**config.mk**
```make
export PLATFORM = sky130hd
export DESIGN_NAME = ror_seq
export DESIGN_NICKNAME = d
export VERILOG_FILES = /design/src/rtl/ror_seq.sv
export SDC_FILE = /design/constraint.sdc
export NUM_CORES = 1
export LEC_CHECK = 0
export CORE_AREA = 2 2 55 57
export CTS_CLUSTER_DIAMETER = 50
export DETAILED_ROUTE_END_ITERATION = 8
export DIE_AREA = 0 0 57 59
export PLACE_DENSITY_LB_ADDON = 0.12
export SLEW_MARGIN = 20
export SYNTH_ARGS = -nofsm -noshare
export SYNTH_HDL_FRONTEND = slang
export SYNTH_SLANG_ARGS = --single-unit
```
**constraint.sdc**
```tcl
create_clock -name clk -period 1.2 [get_ports clk]
set_input_delay 0.12 -clock clk [delete_from_list [all_inputs] [get_ports clk]]
set_output_delay 0.12 -clock clk [all_outputs]
set_load 0.1 [all_outputs]
```
**src/rtl/ror_seq.sv**
```systemverilog
// Sequential rotate unit: rotates an operand one bit per clock under a start/done handshake.
// Result is registered and held until the next completed operation.
module ror_seq #(
    parameter int WIDTH = 8,
    parameter int AMT_W = 3
) (
    input  logic             clk,
    input  logic             reset,
    input  logic             start,
    input  logic [WIDTH-1:0] a,
    input  logic [AMT_W-1:0] amt,
    input  logic             direction,
    output logic [WIDTH-1:0] y,
    output logic             busy,
    output logic             done
);

    typedef enum logic [1:0] {
        ST_IDLE  = 2'd0,
        ST_SHIFT = 2'd1,
        ST_DONE  = 2'd2
    } state_t;

    localparam logic [AMT_W-1:0] CNT_ZERO = {AMT_W{1'b0}};
    localparam logic [AMT_W-1:0] CNT_ONE  = {{(AMT_W-1){1'b0}}, 1'b1};
    localparam logic [WIDTH-1:0] WORD_ZERO = {WIDTH{1'b0}};

    // Single-position rotate; left moves the MSB into bit 0, right moves bit 0 into the MSB.
    function automatic logic [WIDTH-1:0] rotate_one(input logic [WIDTH-1:0] value,
                                                    input logic             left);
        logic [WIDTH-1:0] r;
        if (left) begin
            r = {value[WIDTH-2:0], value[WIDTH-1]};
        end else begin
            r = {value[0], value[WIDTH-1:1]};
        end
        return r;
    endfunction

    state_t           state_r;
    logic [WIDTH-1:0] work_r;
    logic [AMT_W-1:0] cnt_r;
    logic             dir_r;
    logic [WIDTH-1:0] y_r;
    logic             busy_r;
    logic             done_r;
    logic [WIDTH-1:0] rot_s;

    // Next rotated value of the working register.
    always_comb begin
        rot_s = rotate_one(work_r, dir_r);
    end

    // Control FSM with registered busy/done so no input reaches an output combinationally.
    always_ff @(posedge clk or posedge reset) begin
        if (reset) begin
            state_r <= ST_IDLE;
            work_r  <= WORD_ZERO;
            cnt_r   <= CNT_ZERO;
            dir_r   <= 1'b0;
            y_r     <= WORD_ZERO;
            busy_r  <= 1'b0;
            done_r  <= 1'b0;
        end else begin
            case (state_r)
                ST_IDLE, ST_DONE: begin
                    // DONE accepts exactly like IDLE, giving back-to-back operation.
                    if (start) begin
                        work_r <= a;
                        cnt_r  <= amt;
                        dir_r  <= direction;
                        if (amt == CNT_ZERO) begin
                            y_r     <= a;
                            state_r <= ST_DONE;
                            busy_r  <= 1'b0;
                            done_r  <= 1'b1;
                        end else begin
                            state_r <= ST_SHIFT;
                            busy_r  <= 1'b1;
                            done_r  <= 1'b0;
                        end
                    end else begin
                        state_r <= ST_IDLE;
                        busy_r  <= 1'b0;
                        done_r  <= 1'b0;
                    end
                end
                ST_SHIFT: begin
                    work_r <= rot_s;
                    cnt_r  <= cnt_r - CNT_ONE;
                    if (cnt_r == CNT_ONE) begin
                        y_r     <= rot_s;
                        state_r <= ST_DONE;
                        busy_r  <= 1'b0;
                        done_r  <= 1'b1;
                    end else begin
                        state_r <= ST_SHIFT;
                        busy_r  <= 1'b1;
                        done_r  <= 1'b0;
                    end
                end
                default: begin
                    state_r <= ST_IDLE;
                    busy_r  <= 1'b0;
                    done_r  <= 1'b0;
                end
            endcase
        end
    end

    assign y    = y_r;
    assign busy = busy_r;
    assign done = done_r;

endmodule
```
# Word level (Yosys, flattened, before mapping)
# Index checks and enable logic that the tools add are counted.
[classes]
addsub = 1
mul = 0
div = 0
order_cmp = 0
n_eq_ne = 6
shift = 0
muxes = 21
bitwise = 0
n_reduce_logical = 7
[op_table]
columns = ["op", "count"]
rows = [
  ["2-to-1 mux 8 bit", 5],
  ["case mux 8 bit (2 select lines)", 2],
  ["2-to-1 mux 1 bit", 6],
  ["2-to-1 mux 2 bit", 3],
  ["inequality test 2 bit (second input constant)", 3],
  ["case mux 3 bit (2 select lines)", 1],
  ["case mux 1 bit (2 select lines)", 2],
  ["case mux 2 bit (2 select lines)", 1],
  ["AND reduction 2 bit", 2],
  ["AND reduction 4 bit", 1],
  ["== test 3 x 1 -> 1 bit (second input constant)", 1],
  ["logical NOT 3 bit", 1],
  ["2-to-1 mux 3 bit", 1],
  ["subtractor 3 x 1 -> 3 bit (second input constant)", 1],
  ["== test 2 x 1 -> 1 bit (second input constant)", 1],
  ["== test 2 bit (second input constant)", 1],
  ["logical NOT 2 bit", 1],
  ["nonzero test 2 bit", 1],
  ["OR reduction 2 bit", 1],
]
[totals]
regBits = 24
latch_bits = 0
mem_bits_rw = 0
mem_bits_ro = 0
inputBits = 15
output_inout_bits = 10
word_cells = 42
memories = 0

# Longest topological paths before layout
# Gate-level depths: netlist (run 1).
[depth]
ltp_word = 4
ltp_mapped = 6
mapped_depth_nobuf = 5

# Worst setup path after synthesis (run 1)
# No wires, ideal clock.
[synth_timing]
kind = "register to register"
from = "reg state_r[0]"
to = "reg y_r[0] (netlist: y[0])"
setup_time_ns = 0.130
arrival_time_ns = 1.707
required_ns = 1.070
setup_slack_ns = -0.637
stages_incl_launch_ff = 5
n_path_buf = 1
period_less_slack_ns = 1.837
path_cell_list = "dfrtp_1 -> and2b_1 -> buf_6 -> mux2i_1 -> mux2i_1"
[synth_via]
elab_chain_len = 4
elab_cells_between_ends = 10
classes_between = "5 x eq/ne; 1 x mux; 4 x reduce/logical"
[synth_lines]
columns = ["item", "line", "source"]
rows = [
  ["from (decl)", "40", "state_t state_r;"],
  ["from (signal assigned)", "57", "state_r <= ST_IDLE;"],
  ["from (signal assigned)", "74", "state_r <= ST_DONE;"],
  ["from (signal assigned)", "78", "state_r <= ST_SHIFT;"],
  ["== test 2 bit or logical NOT 2 bit (tied branches)", "65", "case (state_r)"],
  ["OR reduction 2 bit", "65", ""],
  ["inequality test 2 bit (no line) or nonzero test 2 bit (tied branches)", "--", ""],
  ["AND reduction 4 bit (no line)", "--", ""],
  ["to (signal assigned)", "92", "y_r <= rot_s;"],
  ["to (decl)", "44", "logic [WIDTH-1:0] y_r;"],
]
# Parallel ways exist; a longest one is shown, timed or not.
# A chain may end at the register's enable or synchronous reset.

# Worst setup path in the final report (run 1)
[layout_timing]
from = "reg cnt_r[1]"
to = "reg y_r[2] (netlist: y[2])"
[layout_via]
elab_chain_len = 3
[layout_lines]
columns = ["item", "line", "source"]
rows = [
  ["from (decl)", "42", "logic [AMT_W-1:0] cnt_r;"],
  ["from (signal assigned)", "70", "cnt_r <= amt;"],
  ["from (signal assigned)", "90", "cnt_r <= cnt_r - CNT_ONE;"],
  ["== test 3 x 1 -> 1 bit", "91", "if (cnt_r == CNT_ONE) begin"],
  ["inequality test 2 bit (no line)", "--", ""],
  ["AND reduction 4 bit (no line)", "--", ""],
]
# No other way between the ends.

==> results.rst, run 1 <==
.. list-table::
   :header-rows: 1

   * - Metric
     - Value
   * - Routed length on met2
     - ~1.3 mm
   * - Slew margin rel.
     - 0.811
   * - Violated checks
     - setup timing
   * - Fraction of final layout cells sized beyond drive strength 1
     - 0.420
   * - Family with the most delay on the worst path
     - flip-flops
   * - Final layout net count
     - 162
   * - Bufs on Longest Clock Path
     - 2
   * - Highest achievable clock rate
     - 0.711 GHz
   * - Most numerous cell in the Yosys netlist
     - sky130_fd_sc_hd__dfrtp_1
   * - Die Width
     - 57 um
   * - Class of the most critical hold timing path
     - primary input to asynchronous set/reset pin
   * - Cell types with the largest area share after synthesis
     - sky130_fd_sc_hd__dfrtp_1, sky130_fd_sc_hd__mux2i_1, sky130_fd_sc_hd__mux2_2
   * - Most instantiated cells after synthesis
     - sky130_fd_sc_hd__dfrtp_1, sky130_fd_sc_hd__mux2i_1, sky130_fd_sc_hd__inv_1
   * - Largest net degree at the start of global routing
     - 23
   * - Synth top area share
     - 0.484
   * - Hold Buf Count CTS
     - 0
   * - Clk sink count
     - 22
   * - Final Critical Period
     - approximately 1.4 ns
   * - Run status
     - finished, violations left
   * - CTS tree
     - yes
   * - Inserted Clock Buffers
     - 3
   * - Final count of negative-setup-slack endpoints
     - 22
   * - Antenna violations before repair
     - 0
   * - Area growth from synthesis to layout
     - 59.3%
   * - Arrival time of the worst setup path
     - around 1.6 ns
   * - ANT nets after route
     - 0
   * - Slowest stage cell on the critical path
     - sky130_fd_sc_hd__dfrtp_1
   * - Critical path type
     - flop to flop
   * - Number of antenna cells inserted
     - 0
   * - GP Congestion
     - between 0.7 and 0.8
   * - Post-Syn Instances
     - 102
   * - WP buf/inv
     - 2
   * - Crit-path cells
     - inv_2, ha_4, and4bb_1, o22a_1, buf_6, mux2i_1
   * - Average footprint of a synthesized cell
     - 11.2 um^2
   * - Layout Skew
     - about 0.0022 ns
   * - Vias in the first global route
     - 983
   * - Area leader, netlist
     - sky130_fd_sc_hd__dfrtp_1
   * - Highest routing layer actually used
     - met4
   * - Number of max-cap violations
     - 0
   * - Sequential element share of the synthesized area
     - 0.484
   * - Critical Path End Type
     - flop
   * - Distinct cell type count after synthesis
     - 25
   * - Average wire length per cell after detail routing
     - between 15 and 20 um
   * - WL final
     - between 2 and 3 mm
   * - Initial DRC count
     - 16
   * - Syn Nets
     - 119
   * - Post-synth EDFFs
     - 0
   * - Fraction of the core area covered by cells at the end of the flow
     - 0.669
   * - Longest individual stage delay on the worst path
     - roughly 0.4 ns
   * - Remaining global-route overflow
     - 0
   * - Yosys warns
     - 0
   * - Routed wire length on met3
     - 121 um
   * - Die Footprint
     - about 0.0034 mm^2
   * - Core footprint
     - about 0.0027 mm^2
   * - Worst skew pair latency
     - approximately 0.30 ns
   * - Share of flip-flops with an asynchronous set or reset
     - 1.00
   * - Met1 wire length
     - 1.25 mm
   * - Drt pass-1 iters
     - 4
   * - Hpwl dp
     - about 1.9 mm
   * - Hold violation total from the final report
     - 0
   * - Final Max Slew Viols
     - 0
   * - Clock-pin slew on the worst setup and hold paths
     - ~0.11 ns
   * - Die H
     - approximately 59 um
   * - Cell Rows
     - 19
   * - Predominant post-synthesis flop cell
     - sky130_fd_sc_hd__dfrtp_1
   * - Root Buffer Master
     - sky130_fd_sc_hd__clkbuf_4
   * - First-pass GRT wire length
     - ~4.4 mm
   * - Flop and latch count out of synthesis
     - 22
   * - Critical Path Start Type
     - flop
   * - Fin crit share
     - 1.17
   * - Ports placed on the boundary
     - 25
   * - Average via count per standard cell
     - 5.13
   * - Data required time of the worst path
     - 1.43 ns
   * - Port buffer count
     - 24
   * - H-Tree Depth
     - 1
   * - GRT Overall Usage
     - 0.171
   * - Overall via count from detail_route
     - 892
   * - Setup ws final
     - -0.207 ns
   * - Crit Path Max Fanout
     - 4
   * - Netlist area before placement
     - approximately 0.0011 mm^2
   * - Transition time of the tightest slew-check pin
     - roughly 0.28 ns
   * - Initial standard-cell utilization of the core
     - 0.420
   * - DRC viols
     - 0
   * - RSZ-0062 raised after global routing
     - yes
==> layout by cell type, fill, tap and decap left out, types with 3 or more instances in the layout <==
master                            count
sky130_fd_sc_hd__buf_6                6
sky130_fd_sc_hd__dfrtp_1             19
sky130_fd_sc_hd__buf_4               11
sky130_fd_sc_hd__mux2i_4              6
sky130_fd_sc_hd__mux2i_1              8
sky130_fd_sc_hd__buf_12              11
sky130_fd_sc_hd__nand3_1              8
sky130_fd_sc_hd__o21ai_1              8
sky130_fd_sc_hd__mux2_2               8
sky130_fd_sc_hd__inv_1               10
sky130_fd_sc_hd__clkbuf_4             3
sky130_fd_sc_hd__clkdlybuf4s50_1     14
sky130_fd_sc_hd__nand2_1              3
==> metal layers <==
metal  global-route usage  vias to the layer above
li1                     -                      435
met1                0.229                      437
met2                0.268                       18
met3               0.0524                        2
met4               0.0565                        0
met5                    0                        -
==> tightest hold or removal path: cells and delay by family <==
family / cells / cell delay, ns
buf+inv: 3 / 0.72
==> final timing paths <==
kind | slack [ns] | start | cells past startpoint | end
worst max-delay path | -0.21 | cnt_r[1] | 6 | y[2]
worst min-delay path | 0.14 | reset | 3 | cnt_r[2]
worst max register to register | -0.21 | cnt_r[1] | 6 | y[2]
worst min register to register | 0.55 | work_r[3] | 2 | work_r[3]
max in group asynchronous | 0.82 | reset | 3 | state_r[0]
min in group clk | 0.34 | direction | 3 | dir_r
==> logic make-up (layout without fill, tap and decap cells) <==
group                    Yosys count  in the layout  synth area share
multiplexers                      24             24             0.220
adder cells (fa/ha/maj)            2              2            0.0220
XOR/XNOR                           1              1           0.00769
AO/OA/AOI/OAI                     15             15            0.0824
flip-flops                        22             22             0.484
AND/OR/NAND/NOR                   22             23             0.116
buffers and inverters             16             56            0.0681
==> sequential cells by signal, indices dropped and copies added (netlist names) <==
name / cells
work_r: 8
y: 8
cnt_r: 3
dir_r: 1
done: 1
state_r: 1
==> area by class of cell <==
cell class                 count  area, um^2
fill                         223         896
multi-input combinational     65         642
sequential                    22         559
timing repair buffer          42         510
inverter                      11        41.3
tap                           31        38.8
clock buffer                   3        22.5
==> through the flow <==
step	hold WS [ns]	instance area, um^2	TNS (ns)	instances	setup slack, ns
global placement	0.479	1620	-3.05	168	-0.209
detailed placement	0.479	1620	-3.52	168	-0.287
finish	0.140	1810	-2.95	174	-0.207
CTS	0.137	1690	-2.86	173	-0.191
floorplan	0.109	1150	-4.36	102	-0.251
global route	0.147	1810	-4.14	174	-0.277
==> repair_timing <==
action,4_1_cts,5_1_grt
buffers inserted,1,3
pin swaps,2,3
endpoints found under the setup margin,21,22
resized for setup,10,20
gates cloned,1,0
Power of run 1 is left out: the tool's default activity adds up to more than one toggle a clock period on the data nets, which glitch-free logic cannot reach.
==> inputs of run 2 (changes only) <==
- CAP_MARGIN: not set -> 20
- GPL_ROUTABILITY_DRIVEN: not set -> 0
==> results of run 2 <==
The final DEF is identical to that of run 1; final timing and power are the same.
Power of run 2 is left out for the same reason.
==> inputs of run 3 (changes only) <==
- CAP_MARGIN: 20 -> not set
==> results of run 3 <==
The final DEF is identical to that of run 1; final timing and power are the same.
Power of run 3 is left out for the same reason.
